[src/rtl/fifo_rd_pkg.sv]
// Shared types and constants for the FIFO-to-stream read adapter.
package fifo_rd_pkg;

  typedef enum logic [1:0] {
    IDLE  = 2'd0,
    RUN   = 2'd1,
    DRAIN = 2'd2
  } state_t;

  localparam int unsigned PREFETCH_DEPTH = 2;

endpackage : fifo_rd_pkg

[src/rtl/fifo_rd_skid.sv]
// Two-entry in-order prefetch buffer. The head entry always sits in r_head,
// so the stream data output is a plain register.
module fifo_rd_skid
  import fifo_rd_pkg::*;
#(
  parameter int unsigned DATA_WIDTH = 8
) (
  input  logic                  clk,
  input  logic                  reset,
  input  logic                  i_push,
  input  logic [DATA_WIDTH-1:0] i_data,
  input  logic                  i_pop,
  output logic                  o_valid,
  output logic [DATA_WIDTH-1:0] o_data,
  output logic [1:0]            o_count
);

  logic [DATA_WIDTH-1:0] r_head;
  logic [DATA_WIDTH-1:0] r_tail;
  logic [1:0]            r_count;

  // Shift-style update: a pop moves tail to head; a push fills the first free slot.
  always_ff @(posedge clk or posedge reset) begin
    if (reset) begin
      r_head  <= '0;
      r_tail  <= '0;
      r_count <= '0;
    end else begin
      case ({i_push, i_pop})
        2'b10: begin
          if (r_count == 2'd0) r_head <= i_data;
          else                 r_tail <= i_data;
          r_count <= r_count + 2'd1;
        end
        2'b01: begin
          r_head  <= r_tail;
          r_count <= r_count - 2'd1;
        end
        2'b11: begin
          // Occupancy unchanged; the new word lands behind whatever survives the pop.
          if (r_count == 2'(PREFETCH_DEPTH)) begin
            r_head <= r_tail;
            r_tail <= i_data;
          end else begin
            r_head <= i_data;
          end
        end
        default: ;
      endcase
    end
  end

  assign o_valid = (r_count != 2'd0);
  assign o_data  = r_head;
  assign o_count = r_count;

endmodule : fifo_rd_skid

[src/rtl/fifo_rd_stream.sv]
// Reads words from a synchronous-read FIFO and presents them as a valid/ready
// stream through a two-entry prefetch buffer.
// Optional transfer counter (cnt_clr / word_cnt) enabled by FIFO_RD_STREAM_CNT_EN.
module fifo_rd_stream
  import fifo_rd_pkg::*;
#(
  parameter int unsigned DATA_WIDTH = 8,
  parameter int unsigned CNT_WIDTH  = 16
) (
  input  logic                  clk,
  input  logic                  reset,
  input  logic                  enable,
  input  logic                  fifo_empty,
  output logic                  fifo_rd_cs,
  output logic                  fifo_rd_en,
  input  logic [DATA_WIDTH-1:0] fifo_data,
  output logic                  m_valid,
  input  logic                  m_ready,
  output logic [DATA_WIDTH-1:0] m_data,
  output logic                  busy
`ifdef FIFO_RD_STREAM_CNT_EN
  ,
  input  logic                  cnt_clr,
  output logic [CNT_WIDTH-1:0]  word_cnt
`endif
);

  state_t     r_state;
  logic       r_inflight;
  logic [1:0] w_count;
  logic       w_xfer;
  logic       w_pop;
  logic [2:0] w_pending;

  assign w_xfer = m_valid & m_ready;

  // Outstanding words after this edge's transfer; crediting the departing head
  // is what lets a pop issue every cycle while the buffer never exceeds two entries.
  assign w_pending = {1'b0, w_count} + {2'b00, r_inflight} - {2'b00, w_xfer};

  assign w_pop = enable && !fifo_empty && (r_state == RUN) &&
                 (w_pending < 3'(PREFETCH_DEPTH));

  assign fifo_rd_cs = w_pop;
  assign fifo_rd_en = w_pop;
  assign busy       = r_inflight | (w_count != 2'd0);

  // Control FSM plus the in-flight flag for the FIFO's one-cycle read latency.
  always_ff @(posedge clk or posedge reset) begin
    if (reset) begin
      r_state    <= IDLE;
      r_inflight <= 1'b0;
    end else begin
      r_inflight <= w_pop;
      case (r_state)
        IDLE:    if (enable) r_state <= RUN;
        RUN:     if (!enable) r_state <= DRAIN;
        DRAIN: begin
          if (enable)     r_state <= RUN;
          else if (!busy) r_state <= IDLE;
        end
        default: r_state <= IDLE;
      endcase
    end
  end

  fifo_rd_skid #(
    .DATA_WIDTH(DATA_WIDTH)
  ) u_skid (
    .clk     (clk),
    .reset   (reset),
    .i_push  (r_inflight),
    .i_data  (fifo_data),
    .i_pop   (w_xfer),
    .o_valid (m_valid),
    .o_data  (m_data),
    .o_count (w_count)
  );

`ifdef FIFO_RD_STREAM_CNT_EN
  logic [CNT_WIDTH-1:0] r_word_cnt;

  // Transfer counter; clear wins over a coincident transfer, wraps naturally.
  always_ff @(posedge clk or posedge reset) begin
    if (reset)        r_word_cnt <= '0;
    else if (cnt_clr) r_word_cnt <= '0;
    else if (w_xfer)  r_word_cnt <= r_word_cnt + 1'b1;
  end

  assign word_cnt = r_word_cnt;
`endif

endmodule : fifo_rd_stream

[config.mk]
export PLATFORM = sky130hd
export DESIGN_NAME = fifo_rd_stream
export DESIGN_NICKNAME = d
export VERILOG_FILES = /design/src/rtl/fifo_rd_pkg.sv /design/src/rtl/fifo_rd_skid.sv /design/src/rtl/fifo_rd_stream.sv
export SDC_FILE = /design/constraint.sdc
export NUM_CORES = 1
export LEC_CHECK = 0
export CORE_UTILIZATION = 46
export CTS_BUF_LIST = sky130_fd_sc_hd__clkbuf_8
export DETAILED_ROUTE_END_ITERATION = 6
export GPL_TIMING_DRIVEN = 0
export PLACE_DENSITY = 0.86
export SLEW_MARGIN = 20
export SYNTH_ARGS = -nofsm -noshare
export SYNTH_HDL_FRONTEND = slang
export SYNTH_SLANG_ARGS = --single-unit
[constraint.sdc]
create_clock -name clk -period 2.3 [get_ports clk]
set_clock_uncertainty 0.1 [all_clocks]
set_input_delay 0.345 -clock clk [delete_from_list [all_inputs] [get_ports clk]]
set_output_delay 0.345 -clock clk [all_outputs]
set_load 0.01 [all_outputs]
After elaboration in Yosys (flattened, before gate mapping) --
Cells that the tools add are included.
Word-level totals: bits in registers 21, word-level logic and storage cells 49, output and inout bits 12, bits of input ports 13
Operators by class: $add $sub $neg 4, mux-type cells 12, bitwise operators 2, order comparisons 1, eq/ne operators 12, reductions and logical operators 13
Operators with widths (number):
- $mux W8 | 4
- $pmux W8 S3 | 1
- $pmux W8 S2 | 1
- $eq A2 B2 Y1 const B | 4
- $mux W2 | 4
- $ne A2 B2 Y1 const B | 3
- $pmux W2 S3 | 1
- $reduce_and A3 Y1 | 2
- $reduce_bool A2 Y1 | 3
- $eq A2 B1 Y1 const B | 2
- $logic_not A2 Y1 | 2
- $ne A2 B1 Y1 const B | 2
- $pmux W2 S2 | 1
- $add A2 B1 Y3 | 1
- $logic_and A1 B1 Y1 | 3
- $lt A3 B2 Y1 const B | 1
- $ne A3 B3 Y1 const B | 1
- $reduce_bool A3 Y1 | 1
- $sub A3 B1 Y3 | 1
- $add A2 B1 Y2 const B | 1
- $reduce_and A2 Y1 | 1
- $sub A2 B1 Y2 const B | 1
- $and A1 B1 Y1 | 1
- $logic_not A1 Y1 | 1
- $or A1 B1 Y1 | 1

Longest topological paths before layout --
depth in word-level cells 5, depth in mapped cells 8, gate-level depth less buffers 6

Hierarchy --
From an unflattened synthesis, not the netlist that was laid out.
Second synthesis, totals: cell total of the unflattened synthesis 101, area total of the unflattened synthesis 1126.1 um^2
By module, submodules not included:
- fifo_rd_skid | instances 1, cells an instance 83, area an instance 925.9 um^2, seq. area each 450.4 um^2
- fifo_rd_stream | instances 1, cells an instance 18, area an instance 200.2 um^2, seq. area each 75.1 um^2

Least setup slack after synthesis --
No wires, ideal clock.
path kind reg2out, start reg u_skid.r_count[1], in the netlist u_skid.o_count[1], end out fifo_rd_en, arrival time 2.243 ns, data required time 1.855 ns, stages on the path, launching flop included 9, path buffers 2, setup slack -0.388 ns, path through dfrtp_1 -> buf_6 -> nor2b_1 -> mux2i_1 -> nand2b_1 -> fa_1 -> xor2_1 -> nor3_1 -> buf_4
Between the ends: word-level cells in the longest chain between the ends 5, elaborated cells on any way between the ends 6, those cells by class add/sub (2); order compare (1); bitwise (1); reduce/logical (2)
Ends and longest elaborated chain:
- start: declaration | line fifo_rd_skid.sv:20 | logic [1:0] r_count;
- start signal: assignment | line fifo_rd_skid.sv:33 | r_count <= r_count + 2'd1;
- start signal: assignment | line fifo_rd_skid.sv:37 | r_count <= r_count - 2'd1;
- parallel branches: the longest is 2 deep, another holds $add A2 B1 Y3
- $sub A3 B1 Y3 (*) | line fifo_rd_stream.sv:39 | assign w_pending = {1'b0, w_count} + {2'b00, r_inflight} - {2'b00, w_xfer};
- $lt A3 B2 Y1 (*) | line fifo_rd_stream.sv:42 | (w_pending < 3'(PREFETCH_DEPTH));
- $logic_and A1 B1 Y1 (*) | line fifo_rd_stream.sv:41 | assign w_pop = enable && !fifo_empty && (r_state == RUN) &&
- end: declaration | line fifo_rd_stream.sv:15 | output logic fifo_rd_en,
Mark *: on every way between the ends.

Final worst setup path --
start reg u_skid.r_count[0], in the netlist u_skid.o_count[0], end out fifo_rd_en
Same word-level chain as after synthesis.

==> impl_metrics.tcl <==
set metrics [dict create \
    outcome "finished, violations left" \
    violations "negative setup slack" \
    slew_viol_final 0 \
    route.met3.wl_um 102 \
    worst_path_dominant_cell_family "simple AND/OR/NAND/NOR gates" \
    synthCells 95 \
    total_leakage_power_nw 0.6937 \
    path_clk_slew_ps 80 \
    ant_nets 0 \
    wl_met1_um 1163 \
    intPower_mw 0.8585 \
    grt_pass1_wl_um 4567 \
    route.met2.wl_um 1342 \
    layout_commonest_cell "dfrtp_1" \
    path_depth 9 \
    powerDensity_nw_per_um2 756.4 \
    r2r-end "r_inflight" \
    fin_cells 165 \
    clock_path_buffers 2 \
    via_per_inst 5.733 \
    p_switching_mw 0.3549 \
    cp_slowest_stage_delay_ps 510 \
    grt_pass1_vias 998 \
    grt_start_max_net_pins 22 \
    critPathSlowestCell "fa_2" \
    min_path_cells 1 \
    numCtsBuffers 3 \
    fin_crit_sh_pct 111.6 \
    crit_fanout 4 \
    core.rowCount 17 \
    gp_congestion 0.7884 \
    cpMostUsedCell "buf_6" \
    netlist_area_um2 1136 \
    setup_tns_ps -489.1 \
    routed-via-count 946 \
    startpoint_type "register" \
    cts_root_buf "clkbuf_8" \
    antenna_found_initial 0 \
    wl_per_cell_um 16.08 \
    hp-start "r_state[0]" \
    clk_latency_ps 260 \
    r2r_slack_ps 460 \
    dp.cells 147 \
    relSlewSlack_pct 45.62 \
    crit_chain "buf_6, nor2b_4, mux2i_2, nand2b_4, fa_2, nand3b_1, nor3_4, buf_6, buf_6" \
    p_sw_share_pct 29.25 \
    crit_required_ps 1860 \
    rsz0062_at_grt "yes" \
    ys_seq_elements 21 \
    die_area_um2 2672 \
    top_layer "met4" \
    maxCapViolCount 0 \
    ys_seq_area_share_pct 46.26 \
    first_iter_violations 10 \
    layout_min_cycle_time_ps 2568 \
    htreeDepth 1 \
    core_um2 2276 \
    p_seq_share_pct 44.5 \
    setup_ws_ps -267.9 \
    crit_path_end_kind "primary output" \
    maxClockFrequency_mhz 389.4 \
    ir_worst_vdd_uv 491.8 \
    drc 0 \
    start_util_pct 49.92 \
    first_pass_iters 4 \
    yosys_warnings 0 \
    die_w_um 51.70 \
    ioPinCount 25 \
    gr-total-overflow 0 \
    antennaDiodeCount 0 \
    layout-drive-gt1-share_pct 32.12 \
    dp.final_hpwl_um 1716 \
    final_nets 152 \
    synth.avg_cell_area_um2 11.96 \
    max_slew.worst_pin.slew_ps 814.7 \
    hp-class "register to register" \
    synth_nets 109 \
    hold-path-endpoint "r_state[0]" \
    rr_worst_depth 7 \
    area_growth_pct 41.19 \
    finalWirelength_um 2654 \
    critPathBufInv 3 \
    clock_sinks 21 \
    die_height_um 51.70 \
    r2r-start "u_skid.o_count[0]" \
    final_cell_mix "dfrtp_1 (21), clkdlybuf4s50_1 (20), buf_4 (16), mux2_2 (10), inv_1 (9)" \
    arrival_ps 2120 \
    fillers 179 \
    hold_viol_final 0 \
    io_buffers 24 \
    clkPwrFrac_pct 20.0 \
    cts_tree "yes" \
    ys_types 28 \
    grt_usage_pct 23.84 \
    crit_type "register to primary output" \
    final-setup-viol-count 2 \
    comb_power_share_pct 35.5 \
]
## state kept, by name (all words and copies together) (netlist names)
| signal | count |
|---|---|
| u_skid.o_data | 8 |
| u_skid.r_tail | 8 |
| r_state | 2 |
| u_skid.o_count | 2 |
| r_inflight | 1 |
## how the worst max path moves through the flow
stage,start,end,slack [ps]
after floorplan,u_skid.o_count[1],fifo_rd_en,-70
after global placement,m_ready,fifo_rd_en,-970
after detailed placement,m_ready,fifo_rd_en,-980
after CTS,u_skid.o_count[0],fifo_rd_en,-270
after global routing,u_skid.o_count[0],fifo_rd_en,-380
final,u_skid.o_count[0],fifo_rd_en,-270
## metrics by stage
step	total power [mW]	hold slack, ps	util, %	worst slack (ps)	cell area [um^2]
after CTS	1.214	385.3	69.49	-267.6	1582
after global placement	0.9302	358.5	63.00	-971.6	1434
after floorplan	0.7612	221.5	-	-70.11	1159
after detailed placement	0.9495	376.0	63.00	-982.0	1434
after global routing	1.280	417.7	70.48	-378.5	1604
final	1.213	405.1	70.48	-267.9	1604
## logic make-up after synthesis
kind of cell,Yosys count,synth area share (%)
multiplexers,17,16.08
AND/OR/NAND/NOR,17,9.252
buffers and inverters,16,7.158
XOR/XNOR,2,1.542
adder cells (fa/ha/maj),1,1.762
flip-flops,21,46.26
AO/OA/AOI/OAI,21,17.95
## worst register-to-register path, delay by kind of cell (launching register included)
family / cells / cell delay (ps)
and+or+nand+nor: 4 / 520
adders and majority gates: 1 / 510
DFF: 1 / 400
muxes: 1 / 80
buffers and inverters: 1 / 140
## layout make-up
type	count	area [um^2]	share of cell area, %
well taps	28	35.03	2.184
clock buffers	3	41.29	2.574
repair buffers	38	339.1	21.14
clock inverters	1	3.754	0.2340
multi-input cells	58	561.8	35.02
inverters	9	33.78	2.106
flip-flops and latches	21	525.5	32.76
plain buffers	7	63.81	3.978
## routing by layer
| metal | vias up | GRT usage (%) |
|---|---|---|
| met3 | 6 | 2.924 |
| met1 | 471 | 27.55 |
| met4 | 0 | 11.71 |
| met2 | 29 | 43.07 |
| met5 | - | 0 |
| li1 | 440 | - |
## repair_timing
| item | 4_1_cts | 5_1_grt |
|---|---|---|
| hold buffers | 0 | 0 |
| gates resized for setup | 18 | 0 |
| setup endpoints to repair | 2 | 2 |
| buffers inserted | 11 | 3 |
| pin swaps | 2 | 0 |
## power by group through the flow
stage | logic, mW | clock network, mW | registers, mW
3_3_place_gp | 0.393 | 0 | 0.538
5_1_grt | 0.467 | 0.259 | 0.553
4_1_cts | 0.427 | 0.248 | 0.539
2_1_floorplan | 0.206 | 0 | 0.555
6_report | 0.431 | 0.243 | 0.540
3_5_place_dp | 0.407 | 0 | 0.543
## synthesized netlist by cell type
cell type	instances	area, um^2
xnor2_1	1	8.760
inv_1	8	30.03
buf_1	1	3.750
xor2_1	1	8.760
nand2b_1	3	18.77
nand2_1	3	11.26
inv_2	1	3.750
a32oi_1	6	52.55
nor2_1	2	7.510
a21boi_4	1	18.77
mux2_2	10	112.6
a21boi_0	1	7.510
mux2i_1	7	70.07
buf_2	2	10.01
buf_4	3	22.52
nand3_2	1	10.01
and4_1	1	8.760
nor3_1	2	10.01
o32a_1	2	20.02
buf_6	1	11.26
or3_4	1	11.26
nor2b_1	1	6.260
dfrtp_1	21	525.5
o221a_1	8	90.09
nand3b_1	2	15.01
and2_1	1	6.260
fa_1	1	20.02
a21oi_1	3	15.01
Power figures use the tool's default switching activity.
